===== config.mk =====
export PLATFORM = sky130hd
export DESIGN_NAME = pipelined_ripple_adder
export DESIGN_NICKNAME = d
export VERILOG_FILES = /design/src/rtl/pipelined_ripple_adder.sv
export SDC_FILE = /design/constraint.sdc
export NUM_CORES = 1
export LEC_CHECK = 0
export CAP_MARGIN = 25
export CORE_MARGIN = 4
export CORE_UTILIZATION = 53
export DETAILED_ROUTE_END_ITERATION = 10
export PLACE_DENSITY = 0.78
export SYNTH_ARGS = -nofsm -noshare
export SYNTH_HDL_FRONTEND = slang
export SYNTH_SLANG_ARGS = --single-unit

===== constraint.sdc =====
create_clock -name clk -period 2.25 [get_ports clk]
set_input_delay 0.45 -clock clk [delete_from_list [all_inputs] [get_ports clk]]
set_output_delay 0.45 -clock clk [all_outputs]
set_load 0.05 [all_outputs]

===== src/rtl/pipelined_ripple_adder.sv =====
// pipelined_ripple_adder: N_STAGES-deep segmented ripple adder/subtractor with skewed operand pipeline.
// Define PIPELINED_RIPPLE_ADDER_OVERFLOW_EN to generate the registered signed-overflow flag.
module pipelined_ripple_adder #(
  parameter int WIDTH    = 8,
  parameter int N_STAGES = 4
) (
  input  logic             clk,
  input  logic             rst,
  input  logic             clk_en,
  input  logic             x_vld,
  input  logic [WIDTH-1:0] x,
  input  logic [WIDTH-1:0] y,
  input  logic             sub,
  output logic             res_vld,
  output logic [WIDTH:0]   z,
  output logic             ovf
);
  localparam int SLICE = (N_STAGES > 0) ? WIDTH / N_STAGES : 1;
  localparam int L     = N_STAGES - 1;
  if (N_STAGES < 1 || N_STAGES > WIDTH || (WIDTH % N_STAGES) != 0) begin : g_bad_params
    $fatal(1, "pipelined_ripple_adder: illegal WIDTH/N_STAGES combination");
  end
  // Stage s consumes operand bits [LO+SLICE-1:LO]; only bits above that are carried forward.
  for (genvar s = 0; s < N_STAGES; s++) begin : g_st
    localparam int LO = s * SLICE;
    logic [WIDTH-1:LO]     w_xi;
    logic [WIDTH-1:LO]     w_yi;
    logic [LO+SLICE-1:0]   w_so;
    logic [SLICE-1:0]      w_ss;
    logic [SLICE:0]        w_c;
    logic                  w_vi;
    logic                  w_ci;
    if (s == 0) begin : g_in
      assign w_xi = x;
      assign w_yi = y ^ {WIDTH{sub}};
      assign w_ci = sub;
      assign w_vi = x_vld;
      assign w_so = w_ss;
    end else begin : g_in
      assign w_xi = g_st[s-1].g_pipe.r_x;
      assign w_yi = g_st[s-1].g_pipe.r_y;
      assign w_ci = g_st[s-1].g_pipe.r_c;
      assign w_vi = g_st[s-1].g_pipe.r_v;
      assign w_so = {w_ss, g_st[s-1].g_pipe.r_s};
    end
    always_comb begin
      w_c    = '0;
      w_ss   = '0;
      w_c[0] = w_ci;
      for (int b = 0; b < SLICE; b++) begin
        w_ss[b]   = w_xi[LO+b] ^ w_yi[LO+b] ^ w_c[b];
        w_c[b+1]  = (w_xi[LO+b] & w_yi[LO+b]) | (w_c[b] & (w_xi[LO+b] ^ w_yi[LO+b]));
      end
    end
    if (s < L) begin : g_pipe
      logic [WIDTH-1:LO+SLICE] r_x;
      logic [WIDTH-1:LO+SLICE] r_y;
      logic [LO+SLICE-1:0]     r_s;
      logic                    r_v;
      logic                    r_c;
      always_ff @(posedge clk or posedge rst) begin
        if (rst) begin
          r_v <= 1'b0;
          r_c <= 1'b0;
          r_x <= '0;
          r_y <= '0;
          r_s <= '0;
        end else if (clk_en) begin
          r_v <= w_vi;
          r_c <= w_c[SLICE];
          r_x <= w_xi[WIDTH-1:LO+SLICE];
          r_y <= w_yi[WIDTH-1:LO+SLICE];
          r_s <= w_so;
        end
      end
    end
  end
  logic           r_res_vld;
  logic [WIDTH:0] r_z;
  // Result register only loads on a valid result so bubbles leave z untouched.
  always_ff @(posedge clk or posedge rst) begin
    if (rst) begin
      r_res_vld <= 1'b0;
      r_z       <= '0;
    end else if (clk_en) begin
      r_res_vld <= g_st[L].w_vi;
      if (g_st[L].w_vi) r_z <= {g_st[L].w_c[SLICE], g_st[L].w_so};
    end
  end
  assign res_vld = r_res_vld;
  assign z       = r_z;
`ifdef PIPELINED_RIPPLE_ADDER_OVERFLOW_EN
  logic r_ovf;
  always_ff @(posedge clk or posedge rst) begin
    if (rst) r_ovf <= 1'b0;
    else if (clk_en && g_st[L].w_vi) r_ovf <= g_st[L].w_c[SLICE] ^ g_st[L].w_c[SLICE-1];
  end
  assign ovf = r_ovf;
`else
  assign ovf = 1'b0;
`endif
endmodule


# [Word-level counts from Yosys, hierarchy flattened]
# Index checks and enable logic that the tools add are counted.
[totals] register_bits=52 out_inout_bits=11
[op_classes] reduce_logical=1 bitwise_logic=41
[ops] cell="1-bit AND" count=16
[ops] cell="1-bit bitwise XOR" count=16
[ops] cell="1-bit OR" count=8
[ops] cell="8-bit bitwise XOR" count=1
[ops] cell="2-bit AND reduction" count=1

# [Depth between registers and ports, before layout]
[logic_depth] depth_word=6 mapped_depth=5 ltp_nobuf=4

# [Worst setup path after synthesis]
# Ideal clock, no wire load.
[synth_timing] kind="in2reg" from="input port sub" to="register g_st[0].g_pipe.r_s[1]" path_buffers=1 stages=4 path_slack_ps=567 arrival_time_ps=1558 path_cell_list="buf_2 mux2_2 fa_1 mux2_2"
[synth_via] elab_chain_len=5 elab_cells_between_ends=7 cone_classes="bitwise: 7"
[synth_lines] item="start, declared" line_no="13" rtl="input logic sub,"
[synth_lines] item="8-bit bitwise XOR" line_no="35" rtl="assign w_yi = y ^ {WIDTH{sub}};"
[synth_lines] item="1-bit bitwise XOR" line_no="52" rtl="w_c[b+1] = (w_xi[LO+b] & w_yi[LO+b]) | (w_c[b] & (w_xi[LO+b] ^ w_yi[LO+b]));"
[synth_lines] item="1-bit AND" line_no="52"
[synth_lines] item="1-bit OR" line_no="52"
[synth_lines] item="1-bit bitwise XOR (*)" line_no="51" rtl="w_ss[b] = w_xi[LO+b] ^ w_yi[LO+b] ^ w_c[b];"
[synth_lines] item="named net g_st[0].w_so[1]" line_no="28" rtl="logic [LO+SLICE-1:0] w_so;"
[synth_lines] item="end signal, assigned" line_no="73" rtl="r_s <= w_so;"
[synth_lines] item="end, declared" line_no="58" rtl="logic [LO+SLICE-1:0] r_s;"
# Mark *: on every way through the listed nets, which the timed path passes. The rest lies on a longest branch.
# A chain may end at the register's enable or synchronous reset.

# [Final worst setup path]
[layout_timing] from="register r_z[6] (netlist: z[6])" to="output port z[6]"
[layout_rtl] item="start, declared" line_no="79" rtl="logic [WIDTH:0] r_z;"
[layout_rtl] item="start signal, assigned" line_no="87" rtl="if (g_st[L].w_vi) r_z <= {g_st[L].w_c[SLICE], g_st[L].w_so};"
[layout_rtl] item="end, declared" line_no="15" rtl="output logic [WIDTH:0] z,"
# No word-level cell between the ends.

==> flow_summary.toml <==
[clock_tree]
clock_sinks = 52
cts_setup_buffers = 0
htree_levels = 2
clock_path_buffers = 2
cts_hold_buffers = 0
insertion_delay_ps = 300
cts_root_buf = "clkbuf_8"
cts_tree = "yes"
path_clk_slew_ps = 80
cts_buffers = 5
ctsResizeCount = 0

[logic_synthesis]
syn_inst = 175
synth_top_cell_area_share_pct = 58.46
synth_fp_nets = 203
synth_flop_cell = "dfrtp_1"
synth_edf_count = 0
syn_area_per_cell_um2 = 12.72
ys_top_cells_by_area = "dfrtp_1 58%, mux2_2 8.6%, fa_1 6.3%"
syn_area_mm2 = 0.002226
ys_seq_elements = 52
yosysWarnings = 0
synthArstFlopShare_pct = 100.0
yosysSeqAreaShare_pct = 58.46
ys_types = 18
yosysTopAreaCell = "dfrtp_1"

[timing]
tightest_slew_ps = 517.2
fin_crit_sh_pct = 86.18
whs_ps = 493.3
rsz0062_at_grt = "false"
clock.fmax_mhz = 515.7
hold_violations = 0
layout_setup_ws_ps = 310.9
fin_crit_ps = 1939
final.setup_skew_ps = 2.220
setup_tns_ps = 0
setup-violations-final = 0
slew_headroom_pct = 65.41
maxSlewViolCount = 0

[layout]
fillers = 310
drive_gt1_share_pct = 17.96
nets = 233
diodes = 0
synthToLayoutAreaGrowth_pct = 19.06
fin_area_mm2 = 0.002650

[die]
floorplan.initialDensity_pct = 55.25
coreArea_mm2 = 0.004029
dieArea_mm2 = 0.005301
die_x_um = 72.81
num_rows = 23
dieHeight_um = 72.81
num_io_pins = 32

[detailed_routing]
drcViolationCount = 0
drt_first_iter_violations = 124
ant_nets = 0
vias_per_cell = 4.895
post_drt_wl_per_cell_um = 13.51
vias = 1253
wl_mm = 3.458
first_pass_iters = 4

[critical_path]
rr_worst_depth = 4
endpoint_kind = "output port"
crit_family = "buffers and inverters"
critPathMaxStageDelay_ps = 820
cp.arrival_ps = 1490
regToRegEndpoint = "g_st[2].g_pipe.r_s[5]"
cpMaxStageDelayCell = "clkdlybuf4s50_1"
worstPathMaxFanout = 2
worstSetupPathType = "register to output port"
required_ps = 1800
startpoint_type = "register"
path_cells = "clkdlybuf4s50_1"
rrSetupSlack_ps = 710
timing.rr.start = "g_st[1].g_pipe.r_x[4]"
crit_buf_inv = 1

[global_route]
grt.overflow.total = 0
antenna_found_initial = 0
grt_pass1_wl_mm = 5.989
grt_pass1_vias = 1347
grt_max_degree = 63
grt_use_total_pct = 15.21

[placed_design]
port_buffers = 30
place_area_mm2 = 0.002560
gp_congestion = 0.7631
post-place-ws_ps = 120.3
dp_hpwl_mm = 2.494

[min_path]
hp-start = "g_st[0].g_pipe.r_y[4]"
hold-path-cell-count = 2
worst_hold_path_type = "register to register"
min_to = "g_st[1].g_pipe.r_y[4]"

[pwr]
p_per_area_mw_per_mm2 = 1025
p_leak_uw = 0.001188
vdd_drop_max_mv = 0.4401
total_power_uw = 2717

[status]
status = "complete, no violations"

[flow_run]
cap_viol_max_count = 0
## cell families after synthesis
kind of cell	after synthesis	synth area share, %
compound gates	28	6.408
xor+xnor	8	3.148
fa+ha+maj	7	6.295
buf+inv	28	6.239
flops	52	58.46
mux	27	14.90
other cells	1	0.1685
simple gates	24	4.384
## cell usage in the layout, fill, tap and decap left out, types with 7 or more instances in the layout
cell type	count
inv_1	17
xnor2_1	7
clkdlybuf4s50_1	29
o21ai_0	12
dfrtp_1	52
mux2_2	17
mux2_4	8
fa_1	7
nor2_1	12
nand2_1	11
a21oi_1	14
## metal layers
metal	global-route usage (%)	vias to the layer above	part of all wire (%)
li1	-	619	-
met5	0	-	0
met1	17.49	610	42
met2	26.35	20	53
met4	5.533	0	1.2
met3	5.096	4	3.7
## area by class of cell
cell class                 count  area (µm²)  area share, %
clock buffer                   8       90.09          3.399
inverter                      18       67.56          2.550
multi-input combinational     95       785.8          29.65
sequential                    52        1301          49.10
tap                           50       62.56          2.361
timing repair buffer          33       342.8          12.94
## how the worst max path moves through the flow
stage,depth (start not counted),start,slack (ps),endpoint
floorplan,1,rst,540,g_st[0].g_pipe.r_c
global placement,4,y[0],160,g_st[0].g_pipe.r_s[1]
detailed placement,4,y[0],120,g_st[0].g_pipe.r_s[1]
CTS,1,z[4],300,z[4]
global route,1,z[6],270,z[6]
finish,1,z[6],310,z[6]
## cell usage after synthesis, types with 2 or more instances
| library cell | n |
|---|---|
| mux2_2 | 17 |
| nand2_1 | 11 |
| o21ai_0 | 12 |
| buf_6 | 3 |
| mux2_4 | 8 |
| buf_2 | 6 |
| a21oi_1 | 14 |
| mux2i_1 | 2 |
| nor2_1 | 12 |
| fa_1 | 7 |
| xnor2_1 | 7 |
| a31oi_1 | 2 |
| dfrtp_1 | 52 |
| inv_1 | 18 |
## state kept, by name (all words and copies together), names as in the netlist
| register | cells |
|---|---|
| g_st.g_pipe.r_c | 3 |
| g_st.g_pipe.r_s | 12 |
| g_st.g_pipe.r_v | 3 |
| g_st.g_pipe.r_x | 12 |
| g_st.g_pipe.r_y | 12 |
| res_vld | 1 |
| z | 9 |
## metrics by stage
stage	utilization [%]	cells
4_1_cts	65.78	256
2_1_floorplan	-	175
5_1_grt	65.78	256
3_5_place_dp	63.54	248
3_3_place_gp	63.54	248
6_report	65.78	256
## power by group
part | internal (µW) | switching [µW]
combinational | 395 | 522
sequential | 1150 | 119
clock | 251 | 278
No activity file was read; power rests on OpenSTA's default activity.
